[config.mk]
export PLATFORM = sky130hd
export DESIGN_NAME = hazard_ctrl_flat
export DESIGN_NICKNAME = d
export VERILOG_FILES = /design/src/rtl/hazard_pkg.sv /design/src/rtl/hazard_ctrl_if.sv /design/src/rtl/hazard_match.sv /design/src/rtl/hazard_ctrl.sv /design/src/flat_wrapper.sv
export SDC_FILE = /design/constraint.sdc
export NUM_CORES = 1
export LEC_CHECK = 0
export ABC_CLOCK_PERIOD_IN_PS = 2100
export BUFFER_PORTS_ARGS = -buffer_cell sky130_fd_sc_hd__buf_2
export CAP_MARGIN = 15
export CORE_AREA = 2 2 39 41
export DETAILED_ROUTE_END_ITERATION = 6
export DIE_AREA = 0 0 41 43
export PLACE_DENSITY = 0.82
export SYNTH_ARGS = -nofsm -noshare
export SYNTH_HDL_FRONTEND = slang
export SYNTH_SLANG_ARGS = --single-unit
[constraint.sdc]
create_clock -name clk -period 2.1 [get_ports clk]
set_input_delay 0.42 -clock clk [delete_from_list [all_inputs] [get_ports clk]]
set_output_delay 0.42 -clock clk [all_outputs]
set_load 0.05 [all_outputs]
[src/rtl/hazard_pkg.sv]
// Shared types and widths for the pipeline hazard controller.
package hazard_pkg;
  localparam int REG_W = 5;
  localparam int CNT_W = 2;

  typedef enum logic {
    RUN   = 1'b0,
    STALL = 1'b1
  } state_t;
endpackage

[src/rtl/hazard_ctrl_if.sv]
// Pipeline-to-hazard-controller signal bundle.
// Handshake: no valid/ready pairs here; all inputs are sampled every cycle and
// the control outputs are combinational from current state and inputs.
interface hazard_ctrl_if import hazard_pkg::*; ();
  logic             imem_ready;
  logic [REG_W-1:0] id_rs;
  logic [REG_W-1:0] id_rt;
  logic             id_uses_rt;
  logic             id_is_branch;
  logic             id_taken;
  logic             idex_memread;
  logic             idex_regwrite;
  logic [REG_W-1:0] idex_dst;
  logic             exmem_memread;
  logic [REG_W-1:0] exmem_dst;
  logic             c_PCWrite;
  logic             c_IFIDWrite;
  logic             c_if_flush;
  logic             c_idex_bubble;
  logic             stall_busy;
  state_t           state;

  modport slave (
    input  imem_ready, id_rs, id_rt, id_uses_rt, id_is_branch, id_taken,
           idex_memread, idex_regwrite, idex_dst, exmem_memread, exmem_dst,
    output c_PCWrite, c_IFIDWrite, c_if_flush, c_idex_bubble, stall_busy, state
  );

  modport master (
    output imem_ready, id_rs, id_rt, id_uses_rt, id_is_branch, id_taken,
           idex_memread, idex_regwrite, idex_dst, exmem_memread, exmem_dst,
    input  c_PCWrite, c_IFIDWrite, c_if_flush, c_idex_bubble, stall_busy, state
  );
endinterface

[src/rtl/hazard_match.sv]
// True when a nonzero destination register feeds a source operand of the ID instruction.
module hazard_match
  import hazard_pkg::*;
(
  input  logic [REG_W-1:0] dst,
  input  logic [REG_W-1:0] rs,
  input  logic [REG_W-1:0] rt,
  input  logic             uses_rt,
  output logic             hit
);
  assign hit = (dst != '0) && ((dst == rs) || (uses_rt && (dst == rt)));
endmodule

[src/rtl/hazard_ctrl.sv]
// Hazard controller: data stalls, imem waits and ID-stage redirects.
// Optional macro HAZARD_CTRL_STATS_EN adds saturating stall/flush statistics counters.
module hazard_ctrl
  import hazard_pkg::*;
(
  input  logic          clk,
  input  logic          rst,
  hazard_ctrl_if.slave  bus
`ifdef HAZARD_CTRL_STATS_EN
  ,
  output logic [31:0]   stat_stall_cycles,
  output logic [31:0]   stat_flushes
`endif
);
  state_t           state_q, state_d;
  logic [CNT_W-1:0] cnt_q, cnt_d;
  logic             hit_ex, hit_mem;
  logic [1:0]       stall_n;
  logic             pc_write, ifid_write, if_flush, idex_bubble, taken_flush;

  hazard_match u_match_ex (
    .dst     (bus.idex_dst),
    .rs      (bus.id_rs),
    .rt      (bus.id_rt),
    .uses_rt (bus.id_uses_rt),
    .hit     (hit_ex)
  );

  hazard_match u_match_mem (
    .dst     (bus.exmem_dst),
    .rs      (bus.id_rs),
    .rt      (bus.id_rt),
    .uses_rt (bus.id_uses_rt),
    .hit     (hit_mem)
  );

  // A branch resolved in ID waiting on a load needs the value out of MEM: two cycles.
  always_comb begin
    stall_n = 2'd0;
    if (bus.id_is_branch && bus.idex_memread && hit_ex)
      stall_n = 2'd2;
    else if ((bus.idex_memread && hit_ex) ||
             (bus.id_is_branch && bus.idex_regwrite && hit_ex) ||
             (bus.id_is_branch && bus.exmem_memread && hit_mem))
      stall_n = 2'd1;
  end

  always_ff @(posedge clk or posedge rst) begin
    if (rst) begin
      state_q <= RUN;
      cnt_q   <= '0;
    end else begin
      state_q <= state_d;
      cnt_q   <= cnt_d;
    end
  end

  always_comb begin
    state_d     = state_q;
    cnt_d       = cnt_q;
    pc_write    = 1'b0;
    ifid_write  = 1'b0;
    if_flush    = 1'b0;
    idex_bubble = 1'b1;
    taken_flush = 1'b0;
    case (state_q)
      RUN: begin
        if (stall_n != 2'd0) begin
          if (stall_n == 2'd2) begin
            state_d = STALL;
            cnt_d   = CNT_W'(1);
          end
        end else begin
          idex_bubble = 1'b0;
          ifid_write  = 1'b1;
          pc_write    = bus.imem_ready | bus.id_taken;
          if_flush    = ~bus.imem_ready | bus.id_taken;
          taken_flush = bus.id_taken;
        end
      end
      STALL: begin
        cnt_d = cnt_q - CNT_W'(1);
        if (cnt_d == '0)
          state_d = RUN;
      end
      default: begin
        state_d = RUN;
        cnt_d   = '0;
      end
    endcase
    // Reset outputs hold the pipeline frozen with a bubble into EX.
    if (rst) begin
      pc_write    = 1'b0;
      ifid_write  = 1'b0;
      if_flush    = 1'b0;
      idex_bubble = 1'b1;
      taken_flush = 1'b0;
    end
  end

  assign bus.c_PCWrite     = pc_write;
  assign bus.c_IFIDWrite   = ifid_write;
  assign bus.c_if_flush    = if_flush;
  assign bus.c_idex_bubble = idex_bubble;
  assign bus.stall_busy    = (state_q == STALL) && !rst;
  assign bus.state         = state_q;

`ifdef HAZARD_CTRL_STATS_EN
  always_ff @(posedge clk or posedge rst) begin
    if (rst) begin
      stat_stall_cycles <= '0;
      stat_flushes      <= '0;
    end else begin
      if (idex_bubble && (stat_stall_cycles != 32'hFFFF_FFFF))
        stat_stall_cycles <= stat_stall_cycles + 32'd1;
      if (taken_flush && (stat_flushes != 32'hFFFF_FFFF))
        stat_flushes <= stat_flushes + 32'd1;
    end
  end
`endif
endmodule

[src/flat_wrapper.sv]
// flat-port wrapper written by rule: the top's interface ports become plain ports
module hazard_ctrl_flat import hazard_pkg::*;
  (clk, rst, bus_imem_ready, bus_id_rs, bus_id_rt, bus_id_uses_rt, bus_id_is_branch, bus_id_taken, bus_idex_memread, bus_idex_regwrite, bus_idex_dst, bus_exmem_memread, bus_exmem_dst, bus_c_PCWrite, bus_c_IFIDWrite, bus_c_if_flush, bus_c_idex_bubble, bus_stall_busy, bus_state);
  hazard_ctrl_if bus_i ();
  input  logic clk;
  input  logic rst;
  input wire logic [$bits(bus_i.imem_ready)-1:0] bus_imem_ready;
  input wire logic [$bits(bus_i.id_rs)-1:0] bus_id_rs;
  input wire logic [$bits(bus_i.id_rt)-1:0] bus_id_rt;
  input wire logic [$bits(bus_i.id_uses_rt)-1:0] bus_id_uses_rt;
  input wire logic [$bits(bus_i.id_is_branch)-1:0] bus_id_is_branch;
  input wire logic [$bits(bus_i.id_taken)-1:0] bus_id_taken;
  input wire logic [$bits(bus_i.idex_memread)-1:0] bus_idex_memread;
  input wire logic [$bits(bus_i.idex_regwrite)-1:0] bus_idex_regwrite;
  input wire logic [$bits(bus_i.idex_dst)-1:0] bus_idex_dst;
  input wire logic [$bits(bus_i.exmem_memread)-1:0] bus_exmem_memread;
  input wire logic [$bits(bus_i.exmem_dst)-1:0] bus_exmem_dst;
  output wire logic [$bits(bus_i.c_PCWrite)-1:0] bus_c_PCWrite;
  output wire logic [$bits(bus_i.c_IFIDWrite)-1:0] bus_c_IFIDWrite;
  output wire logic [$bits(bus_i.c_if_flush)-1:0] bus_c_if_flush;
  output wire logic [$bits(bus_i.c_idex_bubble)-1:0] bus_c_idex_bubble;
  output wire logic [$bits(bus_i.stall_busy)-1:0] bus_stall_busy;
  output wire logic [$bits(bus_i.state)-1:0] bus_state;
  assign bus_i.imem_ready = bus_imem_ready;
  assign bus_i.id_rs = bus_id_rs;
  assign bus_i.id_rt = bus_id_rt;
  assign bus_i.id_uses_rt = bus_id_uses_rt;
  assign bus_i.id_is_branch = bus_id_is_branch;
  assign bus_i.id_taken = bus_id_taken;
  assign bus_i.idex_memread = bus_idex_memread;
  assign bus_i.idex_regwrite = bus_idex_regwrite;
  assign bus_i.idex_dst = bus_idex_dst;
  assign bus_i.exmem_memread = bus_exmem_memread;
  assign bus_i.exmem_dst = bus_exmem_dst;
  assign bus_c_PCWrite = bus_i.c_PCWrite;
  assign bus_c_IFIDWrite = bus_i.c_IFIDWrite;
  assign bus_c_if_flush = bus_i.c_if_flush;
  assign bus_c_idex_bubble = bus_i.c_idex_bubble;
  assign bus_stall_busy = bus_i.stall_busy;
  assign bus_state = bus_i.state;
  hazard_ctrl u_core (.clk(clk), .rst(rst), .bus(bus_i));
endmodule
# Word-level counts from Yosys, hierarchy flattened
# Cells that the tools add are included.
[op_classes] addsub=1 eq_ne=7 muxes=21 bitwise_logic=4 n_reduce_logical=22
[op_table] operator="equality test 5 bit" n=4
[op_table] operator="two-way mux 1 bit" n=16
[op_table] operator="logical AND 1 bit" n=12
[op_table] operator="nonzero test 5 bit" n=2
[op_table] operator="two-way mux 2 bit" n=3
[op_table] operator="logical OR 1 bit" n=4
[op_table] operator="!= test 2 x 1 -> 1 bit, second input constant" n=2
[op_table] operator="case mux 2 bit (2 select lines)" n=1
[op_table] operator="equality test 2 bit, second input constant" n=1
[op_table] operator="zero test 2 bit" n=1
[op_table] operator="inverter 1 bit" n=2
[op_table] operator="bitwise OR 1 bit" n=2
[op_table] operator="case mux 1 bit (2 select lines)" n=1
[op_table] operator="AND reduction 2 bit" n=1
[op_table] operator="nonzero test 2 bit" n=1
[op_table] operator="subtractor 2 x 1 -> 2 bit, second input constant" n=1
[op_table] operator="zero test 1 bit" n=1
[totals] regBits=3 output_inout_bits=6 elab_cells=57

# Logic depth before layout (Yosys ltp)
# Gate-level depths: netlist of the first run.
[depth] ltp_word=13 depth_mapped=5 mapped_depth_nobuf=5

# Cells and area by module
# Synthesis of the first run repeated with hierarchy kept, for this count alone.
[unflattened] cells_unflattened=55 area_unflattened_um2=461.7
[modules_own_cells] module="hazard_match" n_inst=2 cells_per_inst=17 area_per_inst_um2=131.4 seq_area_each_um2=0.0
[modules_own_cells] module="hazard_ctrl" n_inst=1 cells_per_inst=21 area_per_inst_um2=198.9 seq_area_each_um2=75.1

# Worst setup path after synthesis of the first run
# Ideal clock, no wire load.
[synth_path] path_kind="input -> output" start="input port bus_exmem_dst[1]" end="output port bus_c_PCWrite" arrival_ns=2.261 slack_ns=-0.581 path_stages=4 path_buffers=0 cell_sequence="or4_4 -> o211ai_2 -> o21ai_2 -> nor3_1"
[synth_via] elab_chain_len=12 elab_cells_between_ends=14 classes_between="2 x eq/ne; 5 x mux; 7 x reduce/logical"
[synth_lines] element="start, declared" line="flat_wrapper.sv:17" source="input wire logic [$bits(bus_i.exmem_dst)-1:0] bus_exmem_dst;"
[synth_lines] element="equality test 5 bit" line="hazard_match.sv:11" source="assign hit = (dst != '0) && ((dst == rs) || (uses_rt && (dst == rt)));"
[synth_lines] element="logical AND 1 bit" line="hazard_match.sv:11"
[synth_lines] element="logical OR 1 bit" line="hazard_match.sv:11"
[synth_lines] element="logical AND 1 bit (*)" line="hazard_match.sv:11"
[synth_lines] element="logical AND 1 bit (*)" line="hazard_ctrl.sv:44" source="(bus.id_is_branch && bus.exmem_memread && hit_mem))"
[synth_lines] element="logical OR 1 bit (*)" line="hazard_ctrl.sv:43" source="(bus.id_is_branch && bus.idex_regwrite && hit_ex) ||"
[synth_lines] element="two-way mux 1 bit (*)" line="hazard_ctrl.sv:42" source="else if ((bus.idex_memread && hit_ex) ||"
[synth_lines] element="two-way mux 2 bit (*)" line="hazard_ctrl.sv:40" source="if (bus.id_is_branch && bus.idex_memread && hit_ex)"
[synth_lines] element="nonzero test 2 bit (*)" line="hazard_ctrl.sv:68" source="if (stall_n != 2'd0) begin"
[synth_lines] element="two-way mux 1 bit (*)" line="hazard_ctrl.sv:68"
[synth_lines] element="two-way mux 1 bit (*)" line="hazard_ctrl.sv:66" source="case (state_q)"
[synth_lines] element="two-way mux 1 bit (*)" line="hazard_ctrl.sv:92" source="if (rst) begin"
[synth_lines] element="end, declared" line="flat_wrapper.sv:18" source="output wire logic [$bits(bus_i.c_PCWrite)-1:0] bus_c_PCWrite;"
# Every way passes the cells marked *; elsewhere a longest branch is shown, timed or not.

# Final worst setup path of the first run
[layout_path] start="input port bus_exmem_dst[1]" end="output port bus_c_idex_bubble"
[layout_via] elab_chain_len=12 elab_cells_between_ends=14 classes_between="2 x eq/ne; 5 x mux; 7 x reduce/logical"
[layout_lines] element="equality test 5 bit" line="hazard_match.sv:11"
[layout_lines] element="logical AND 1 bit" line="hazard_match.sv:11"
[layout_lines] element="logical OR 1 bit" line="hazard_match.sv:11"
[layout_lines] element="logical AND 1 bit (*)" line="hazard_match.sv:11"
[layout_lines] element="logical AND 1 bit (*)" line="hazard_ctrl.sv:44"
[layout_lines] element="logical OR 1 bit (*)" line="hazard_ctrl.sv:43"
[layout_lines] element="two-way mux 1 bit (*)" line="hazard_ctrl.sv:42"
[layout_lines] element="two-way mux 2 bit (*)" line="hazard_ctrl.sv:40"
[layout_lines] element="nonzero test 2 bit (*)" line="hazard_ctrl.sv:68"
[layout_lines] element="two-way mux 1 bit (*)" line="hazard_ctrl.sv:68"
[layout_lines] element="two-way mux 1 bit (*)" line="hazard_ctrl.sv:66"
[layout_lines] element="two-way mux 1 bit (*)" line="hazard_ctrl.sv:92"
[layout_lines] element="end, declared" line="flat_wrapper.sv:21" source="output wire logic [$bits(bus_i.c_idex_bubble)-1:0] bus_c_idex_bubble;"
# Marks and branches as above.

==> results of run 1 <==
-- sequential cells by signal (all words and copies together) (netlist names) --
register and flops:
u_core.cnt_q 2, u_core.bus.state 1
-- cells by family (layout without fill, tap and decap cells) --
family | after synthesis | count (layout) | share of synthesized area [%]
adders and majority gates | 1 | 1 | 2.597
xor gates and xnor gates | 20 | 20 | 36.36
and+or+nand+nor | 22 | 22 | 27.27
DFF | 3 | 3 | 15.58
muxes | 1 | 1 | 2.078
AOI/OAI and AO/OA | 8 | 8 | 14.55
buffers and inverters | 2 | 50 | 1.559
-- through the flow --
| stage | util (%) | TNS, ps | instance area (um2) | cells | power [mW] |
|---|---|---|---|---|---|
| after global placement | 53.07 | -497.2 | 734.5 | 114 | 0.2680 |
| after floorplan | - | -493.2 | 491.7 | 57 | 0.1984 |
| after global routing | 64.29 | -451.5 | 889.6 | 121 | 0.4476 |
| final | 64.29 | -177.1 | 889.6 | 121 | 0.4163 |
| after detailed placement | 53.07 | -530.6 | 734.5 | 114 | 0.2773 |
| after CTS | 63.11 | -440.1 | 873.3 | 121 | 0.4103 |
-- Yosys cell counts (2+ instances only) --
cell,n,area [um2]
a32oi_1,2,17.52
nor3_1,5,25.02
dfrtp_1,3,75.07
a21oi_1,2,10.01
nor2b_1,2,12.51
nor4_1,2,12.51
inv_1,2,7.510
xor2_1,18,157.7
nor2_1,8,30.03
xnor2_1,2,17.52
-- final timing paths --
check	end	startpoint	depth (start not counted)	slack (ps)
setup / recovery	bus_c_idex_bubble	bus_exmem_dst[1]	6	-70
hold / removal	u_core.bus.state$_DFF_PP0_	rst	2	70
hold reg to reg	u_core.cnt_q[0]$_DFFE_PP0P_	u_core.cnt_q[0]$_DFFE_PP0P_	2	590
setup reg to reg	u_core.cnt_q[1]$_DFFE_PP0P_	u_core.cnt_q[0]$_DFFE_PP0P_	2	1050
min in group clk	u_core.cnt_q[0]$_DFFE_PP0P_	bus_idex_memread	3	500
max in group asynchronous	u_core.cnt_q[1]$_DFFE_PP0P_	rst	2	1910
-- power by group --
part	total [mW]	switching, mW	internal (mW)
registers	0.0887	0.0130	0.0758
clock network	0.104	0.0324	0.0714
logic	0.224	0.115	0.109
-- repair_timing --
action	in CTS	in global routing
setup endpoints to repair	4	4
pin swaps	11	4
resized for setup	22	3
buffers inserted	3	0
cloned	0	0
-- final cells by class --
cell class | count | area [um2]
inverter | 2 | 7.507
timing repair buffer | 44 | 321.6
fill | 117 | 494.2
sequential | 3 | 75.07
clock buffer | 4 | 26.28
multi-input combinational | 52 | 439.2
tap | 16 | 20.02
-- metal layers --
metal / wire, um / vias to the layer above / global-route usage (%)
met2: 852 / 28 / 34.06
met1: 514 / 268 / 17.78
met4: 41 / 0 / 18.00
li1: - / 296 / -
met5: 0 / - / 0
met3: 80 / 6 / 1.571
-- worst register-to-register path: stages, from the launching register on --
cell and delay (ps):
dfrtp_1 400, ha_1 300, a22o_1 230
==> impl_metrics.env, run 1 <==
export IMPL_outcome="finished with violations"
export IMPL_violations="negative setup slack"
export IMPL_grt_max_degree=9
export IMPL_synth_flop_cell="dfrtp_1"
export IMPL_criticalPathCategory="primary input to output pin"
export IMPL_tightest_slew_ps=313.5
export IMPL_synth_edff_count=0
export IMPL_synth_area_um2=481.7
export IMPL_routed_wl_um=1489
export IMPL_root_buffer="clkbuf_4"
export IMPL_first_iter_violations=2
export IMPL_place_ws_ps=-144.3
export IMPL_slowest_stage="or4_4"
export IMPL_relSlewSlack_pct=79.10
export IMPL_die_x_um=41
export IMPL_post_route_min_period_ps=2172
export IMPL_num_vias=598
export IMPL_rows=14
export IMPL_ir_drop_mv=0.1703
export IMPL_die_h_um=43
export IMPL_power_density_nw_per_um2=468.0
export IMPL_ys_seq_area_share_pct=15.58
export IMPL_ys_types=21
export IMPL_cp_arrival_ps=1750
export IMPL_final_cell_mix="buf_2 (23), xor2_1 (18), buf_4 (10)"
export IMPL_grt_pass1_wl_um=2311
export IMPL_path_clk_slew_ps=40
export IMPL_via_per_inst=4.942
export IMPL_area_growth_pct=84.68
export IMPL_synth_net_count=87
export IMPL_cpMostUsedCell="buf_6"
export IMPL_fin_ws_ps=-72.06
export IMPL_yosysWarnings=0
export IMPL_crit_path_end_kind="output pin"
export IMPL_syn_avg_cell_area_um2=8.451
export IMPL_cts_sinks=3
export IMPL_path_max_fanout=4
export IMPL_post_route_cells_drive_above_1_share_pct=53.33
export IMPL_fin_nets=136
export IMPL_antennaDiodeCount=0
export IMPL_finalHoldViolCount=0
export IMPL_path_cells="buf_6, or4_4, o211ai_4, o21ai_4, or2_1, buf_6"
export IMPL_crit_required_ps=1680
export IMPL_ant_nets=0
export IMPL_path_delay_family="simple AND/OR/NAND/NOR gates"
export IMPL_final_common_cell="buf_2"
export IMPL_ys_seq_elements=3
export IMPL_cap_viol_max_count=0
export IMPL_drtPass1Iterations=2
export IMPL_antenna_found_initial=0
export IMPL_grt_setup_unrepaired="yes"
export IMPL_grt_pass1_vias=649
export IMPL_slew_viol_final=0
export IMPL_ios=35
export IMPL_cts_tree="built"
export IMPL_dp_hpwl_um=1155
export IMPL_p_leak_nw=0.4374
export IMPL_hold_slack_ps=66.45
export IMPL_crit_buf_inv=2
export IMPL_gp_congestion=0.8513
export IMPL_coreArea_um2=1384
export IMPL_port_buffers=34
export IMPL_clock_latency_ps=240
export IMPL_cts_buffer_depth=2
export IMPL_final_period_utilization_pct=103.4
export IMPL_fin_skew_ps=0.9573
export IMPL_initial_core_util_pct=34.81
export IMPL_hold_class="primary input to asynchronous set/reset pin"
export IMPL_die_area_um2=1763
export IMPL_gr_total_overflow=0
export IMPL_finalSetupViolations=4
export IMPL_cts_hold_buf=0
export IMPL_drc=0
export IMPL_numCtsBuffers=3
export IMPL_fmax_mhz=460.4
export IMPL_netlist_instances=57
export IMPL_cpPeakStageDelay_ps=540
export IMPL_avgRoutedWirePerCell_um=12.31
export IMPL_synthArstFlopShare_pct=100.0
export IMPL_htreeDepth=1
export IMPL_worstSetupStartpointType="primary input"
export IMPL_grt_usage_pct=19.50
Power figures use the tool's default switching activity.
==> inputs of run 2 (changes only) <==
ABC_AREA = 1   (was default)
CORE_AREA = default   (was 2 2 39 41)
CORE_UTILIZATION = 42   (was default)
DIE_AREA = default   (was 0 0 41 43)
PLACE_DENSITY = 0.86   (was 0.82)
==> run 2 against run 1 <==
Final cell count up 49%; power rose by 7.0%; non-clock buffer count fell by 10; worst hold slack better by 9.9 ps; global-route usage increased by 1.4 points; sequential cell count stayed put; critical path type unchanged; the run now ends clean.
==> impl_metrics.env, run 2 <==
export IMPL_grt_pass1_vias=634
export IMPL_fill_cells=128
export IMPL_numCtsBuffers=3
export IMPL_tightest_slew_ps=253.7
export IMPL_via_per_inst=4.656
export IMPL_initial_core_util_pct=46.06
export IMPL_synth_net_count=157
export IMPL_synth_edff_count=0
export IMPL_drtPass1Iterations=7
export IMPL_power_density_nw_per_um2=538.6
export IMPL_postCtsSetupBuffers=0
export IMPL_path_clk_slew_ps=40
export IMPL_synth_area_um2=606.8
export IMPL_grt_usage_pct=20.87
export IMPL_htreeDepth=1
export IMPL_routed_wl_um=1576
export IMPL_ys_seq_elements=3
export IMPL_yosys_top_cells_count="nand2_1 (53), inv_1 (24), nor2_1 (19)"
export IMPL_gp_congestion=0.8908
export IMPL_ant_nets=0
export IMPL_netlist_instances=127
export IMPL_outcome="finished clean"
export IMPL_fin_ws_ps=144.1
export IMPL_num_vias=838
export IMPL_yosysWarnings=0
export IMPL_final_cell_mix="nand2_1 (53), buf_2 (34), inv_1 (24)"
export IMPL_die_h_um=40.01
export IMPL_antennaDiodeCount=0
export IMPL_final_period_utilization_pct=93.14
export IMPL_coreArea_um2=1318
export IMPL_place_ws_ps=152.5
export IMPL_crit_path_end_kind="output pin"
export IMPL_path_max_fanout=4
export IMPL_cap_viol_max_count=0
export IMPL_synth_area_leader_cell="nand2_1"
export IMPL_ctsResizeCount=0
export IMPL_cts_buffer_depth=2
export IMPL_hold_class="primary input to asynchronous set/reset pin"
export IMPL_port_buffers=34
export IMPL_cts_tree="built"
export IMPL_yosysMostFrequentCell="nand2_1"
export IMPL_synthArstFlopShare_pct=100.0
export IMPL_p_leak_nw=0.5827
export IMPL_drc=0
export IMPL_hold_slack_ps=76.36
export IMPL_fmax_mhz=511.3
export IMPL_ir_drop_mv=0.2634
export IMPL_cts_sinks=3
export IMPL_slew_viol_final=0
export IMPL_fin_nets=196
export IMPL_clock_latency_ps=230
export IMPL_regMostFlops="u_core.cnt_q"
export IMPL_synthTopCellsByArea="nand2_1 (33%), inv_1 (15%), dfrtp_1 (12%)"
export IMPL_grt_pass1_wl_um=2346
export IMPL_ys_seq_area_share_pct=12.37
export IMPL_synth_top_area_share_pct=32.78
export IMPL_finalHoldViolCount=0
export IMPL_cts_hold_buf=0
export IMPL_grt_max_degree=6
export IMPL_top_layer_used="met3"
export IMPL_area_growth_pct=36.29
export IMPL_first_iter_violations=22
export IMPL_gr_total_overflow=0
export IMPL_antenna_found_initial=0
export IMPL_dp_hpwl_um=1383
export IMPL_synth_flop_cell="dfrtp_1"
export IMPL_criticalPathCategory="primary input to output pin"
export IMPL_fin_skew_ps=2.944
export IMPL_root_buffer="clkbuf_4"
export IMPL_post_route_cells_drive_above_1_share_pct=29.70
export IMPL_cp_arrival_ps=1540
export IMPL_largest_register_ff_count=2
export IMPL_syn_avg_cell_area_um2=4.778
export IMPL_avgRoutedWirePerCell_um=8.756
export IMPL_grt_setup_unrepaired="no"
export IMPL_post_route_min_period_ps=1956
export IMPL_crit_required_ps=1680
export IMPL_relSlewSlack_pct=83.20
export IMPL_die_area_um2=1601
export IMPL_ys_types=15
export IMPL_worstSetupStartpointType="primary input"
export IMPL_wl_met1_um=705
export IMPL_ios=35
export IMPL_rows=13
export IMPL_final_common_cell="nand2_1"
export IMPL_die_x_um=40.01
export IMPL_finalSetupViolations=0
export IMPL_dr_wl_met2_um=761
export IMPL_met3_wirelength_um=109
==> run 2: changes by cell type after synthesis, moves of 4 or more <==
cell	previous run	this run
nor2_1	8	19
inv_1	2	24
nor3_1	5	1
nand2_1	1	53
xor2_1	18	0
nand3_1	0	8
o21ai_1	0	4
inv_2	0	5
==> run 2: final cells by class <==
cell class	count	area, um2	area share (%)
Tap cell	15	18.77	2.269
Clock buffer	4	26.28	3.177
Sequential cell	3	75.07	9.077
Inverter	29	108.9	13.16
Multi-Input combinational cell	95	427.9	51.74
Timing Repair Buffer	34	170.2	20.57
==> run 2: cell families (layout without fill, tap and decap cells) <==
family                     Yosys count  count (layout)  synth area share [%]
AOI/OAI and AO/OA                    5               5                 4.743
xor gates and xnor gates             2               2                 2.887
adders and majority gates            1               1                 2.062
buffers and inverters               29              67                 17.94
DFF                                  3               3                 12.37
muxes                                1               1                 1.650
and+or+nand+nor                     86              86                 58.35
==> run 2: path summary, 6_finish.rpt <==
kind | endpoint | slack, ps | cells past startpoint | from
max | bus_c_if_flush | 140 | 7 | bus_idex_dst[1]
min | u_core.cnt_q[0]$_DFFE_PP0P_ | 80 | 2 | rst
max reg2reg | u_core.cnt_q[1]$_DFFE_PP0P_ | 1160 | 3 | u_core.cnt_q[0]$_DFFE_PP0P_
min reg2reg | u_core.cnt_q[0]$_DFFE_PP0P_ | 530 | 2 | u_core.cnt_q[0]$_DFFE_PP0P_
max in group asynchronous | u_core.cnt_q[1]$_DFFE_PP0P_ | 1880 | 2 | rst
min in group clk | u_core.cnt_q[0]$_DFFE_PP0P_ | 530 | 2 | u_core.cnt_q[0]$_DFFE_PP0P_
==> run 2: metrics by stage <==
stage               utilization [%]  instance area, um2  total power, mW  TNS [ps]  std cells
finish                        62.77               827.0           0.4454         0        180
CTS                           62.77               827.0           0.4489         0        180
floorplan                         -               611.8           0.2660    -126.4        127
detailed placement            60.78               800.8           0.3443         0        176
global route                  62.77               827.0           0.4868         0        180
global placement              60.78               800.8           0.3348         0        176
==> run 2: where the power goes <==
part	internal [mW]	leakage, nW	switching [mW]
Clock	0.0711	0.0150	0.0286
Sequential	0.0804	0.0381	0.0168
Combinational	0.0851	0.530	0.163
Total	0.237	0.583	0.209
==> run 2: metal layers <==
metal	global-route usage (%)	up-vias
li1	-	451
met1	27.96	353
met2	35.08	34
met3	3.889	0
met4	2.586	0
met5	0	-
==> run 2: worst max-delay path, stage by stage <==
cell and delay, ps:
buf_2 120, nor3_1 220, nand3_1 160, nand3_1 140, nand3_2 120, nor2_2 90
buf_2 260
==> inputs of run 3 (changes only) <==
==> constraint.sdc (replaced) <==
create_clock -name clk -period 2.1 [get_ports clk]
set_input_delay 0.42 -clock clk [delete_from_list [all_inputs] [get_ports clk]]
set_output_delay 0.42 -clock clk [all_outputs]
set_load 0.02 [all_outputs]
==> run 3 against run 2 <==
Clock power increased by 4%; maximum frequency increased by 6.3%; clock skew decreased by 1.5 ps; worst setup slack better by 120 ps; via count is 1.7% higher; critical path type unchanged; largest cell class unchanged; largest power group unchanged.
==> impl_metrics.env, run 3 (same netlist as run 2, synthesis figures left out) <==
export IMPL_tightest_slew_ps=192.3
export IMPL_rrSetupSlack_ps=1190
export IMPL_placed_cells_incl_taps=176
export IMPL_path_delay_family="simple AND/OR/NAND/NOR gates"
export IMPL_path_clk_slew_ps=40
export IMPL_hold_slack_ps=65.38
export IMPL_grt_busiest_layer="met2"
export IMPL_cp_arrival_ps=1420
export IMPL_criticalPathCategory="primary input to output pin"
export IMPL_outcome="finished clean"
export IMPL_postCtsSetupBuffers=0
export IMPL_post_route_min_period_ps=1840
export IMPL_grt_pass1_wl_um=2546
export IMPL_antennaDiodeCount=0
export IMPL_power_density_nw_per_um2=491.5
export IMPL_gr_total_overflow=0
export IMPL_cts_sinks=3
export IMPL_post_route_cells_drive_above_1_share_pct=28.48
export IMPL_power_total_mw=0.4040
export IMPL_first_iter_violations=19
export IMPL_rows=13
export IMPL_numCtsBuffers=3
export IMPL_fin_ws_ps=259.5
export IMPL_slew_viol_final=0
export IMPL_ant_nets=0
export IMPL_ir_drop_mv=0.1711
export IMPL_largest_register_ff_count=2
export IMPL_gp_congestion=0.9091
export IMPL_root_buffer="clkbuf_4"
export IMPL_dp_hpwl_um=1353
export IMPL_die_x_um=40.01
export IMPL_cap_viol_max_count=0
export IMPL_fin_skew_ps=1.404
export IMPL_die_h_um=40.01
export IMPL_grt_use_met2_pct=40.73
export IMPL_worstSetupStartpointType="primary input"
export IMPL_r2r_cells=3
export IMPL_routed_wl_um=1565
export IMPL_final_common_cell="nand2_1"
export IMPL_final_cell_mix="nand2_1 (53), buf_2 (34), inv_1 (24)"
export IMPL_coreArea_um2=1318
export IMPL_place_ws_ps=258.3
export IMPL_fmax_mhz=543.3
export IMPL_setup_tns_final_ps=0
export IMPL_grt_max_degree=6
export IMPL_drc=0
export IMPL_stdcell_count=180
export IMPL_slowest_stage="buf_2"
export IMPL_drtPass1Iterations=4
export IMPL_p_leak_nw=0.5827
export IMPL_fin_nets=196
export IMPL_grt_pass1_vias=675
export IMPL_port_buffers=34
export IMPL_num_vias=852
export IMPL_htreeDepth=1
export IMPL_die_area_um2=1601
export IMPL_path_depth=11
export IMPL_cpPeakStageDelay_ps=160
export IMPL_hold_class="primary input to asynchronous set/reset pin"
export IMPL_finalHoldViolCount=0
export IMPL_ctsResizeCount=0
export IMPL_final_period_utilization_pct=87.64
export IMPL_r2r_end="u_core.cnt_q[1]$_DFFE_PP0P_"
export IMPL_path_max_fanout=4
export IMPL_met1_usage_pct=27.06
export IMPL_grt_usage_pct=23.65
export IMPL_crit_required_ps=1680
export IMPL_crit_buf_inv=3
export IMPL_cts_tree="built"
export IMPL_via_per_inst=4.733
export IMPL_relSlewSlack_pct=87.18
export IMPL_setup_worst_path_end="bus_c_if_flush"
export IMPL_area_growth_pct=35.46
export IMPL_clock_latency_ps=240
export IMPL_path_cells="buf_2, inv_1, nand2_1, nand2_1, nor2_1, nand3_1, nand2_1, a21oi_2, nand3_2, nor2_1, buf_2"
export IMPL_met3_usage_pct=5.000
export IMPL_regMostFlops="u_core.cnt_q"
export IMPL_critPathLaunch="bus_exmem_dst[3]"
export IMPL_crit_path_end_kind="output pin"
export IMPL_avgRoutedWirePerCell_um=8.694
export IMPL_cpMostUsedCell="nand2_1"
export IMPL_grt_setup_unrepaired="no"
export IMPL_cts_hold_buf=0
export IMPL_finalSetupViolations=0
export IMPL_initial_core_util_pct=46.06
export IMPL_r2r_start="u_core.cnt_q[0]$_DFFE_PP0P_"
export IMPL_cts_buffer_depth=2
export IMPL_ios=35
export IMPL_antenna_found_initial=0
==> run 3: changes by cell type in the layout (fill, tap and decap cells not counted) <==
cell,delta
nor2_1,+2
nor2_2,-2
==> run 3: routing by layer <==
layer	up-vias	wire length, um
met1	355	675
met4	0	27
met3	4	130
met5	-	0
met2	42	732
li1	451	-
==> run 3: metrics by stage <==
stage	instance area, um2	util, %
after floorplan	606.8	-
after global placement	795.8	60.40
after detailed placement	795.8	60.40
after CTS	822.0	62.39
after global routing	822.0	62.39
final	822.0	62.39
==> run 3: worst reg2reg max path: cells and delay by family, from the launching register on <==
family | cells | cell delay [ps]
AO/OA/AOI/OAI | 1 | 50
flip-flops | 1 | 390
AND/OR/NAND/NOR | 1 | 60
adder cells (fa/ha/maj) | 1 | 290
==> run 3: power by group <==
group / leakage (nW) / switching, mW / internal (mW)
logic: 0.530 / 0.121 / 0.0831
clock network: 0.0150 / 0.0330 / 0.0714
registers: 0.0381 / 0.0152 / 0.0803
total: 0.583 / 0.169 / 0.235
==> run 3: worst min-delay path by stage <==
stage	end	slack [ps]	depth (start not counted)
6_report	u_core.cnt_q[1]$_DFFE_PP0P_	70	2
5_1_grt	u_core.cnt_q[0]$_DFFE_PP0P_	70	2
4_1_cts	u_core.cnt_q[0]$_DFFE_PP0P_	60	2
3_5_place_dp	u_core.cnt_q[0]$_DFFE_PP0P_	320	2
3_3_place_gp	u_core.cnt_q[0]$_DFFE_PP0P_	310	2
2_1_floorplan	u_core.bus.state$_DFF_PP0_	170	1
==> run 3: cell type report <==
type                       count  area [um2]
clock buffer                   4       26.28
tap                           15       18.77
inverter                      29       108.9
sequential                     3       75.07
fill                         143       495.5
timing repair buffer          34       170.2
multi-input combinational     95       422.9
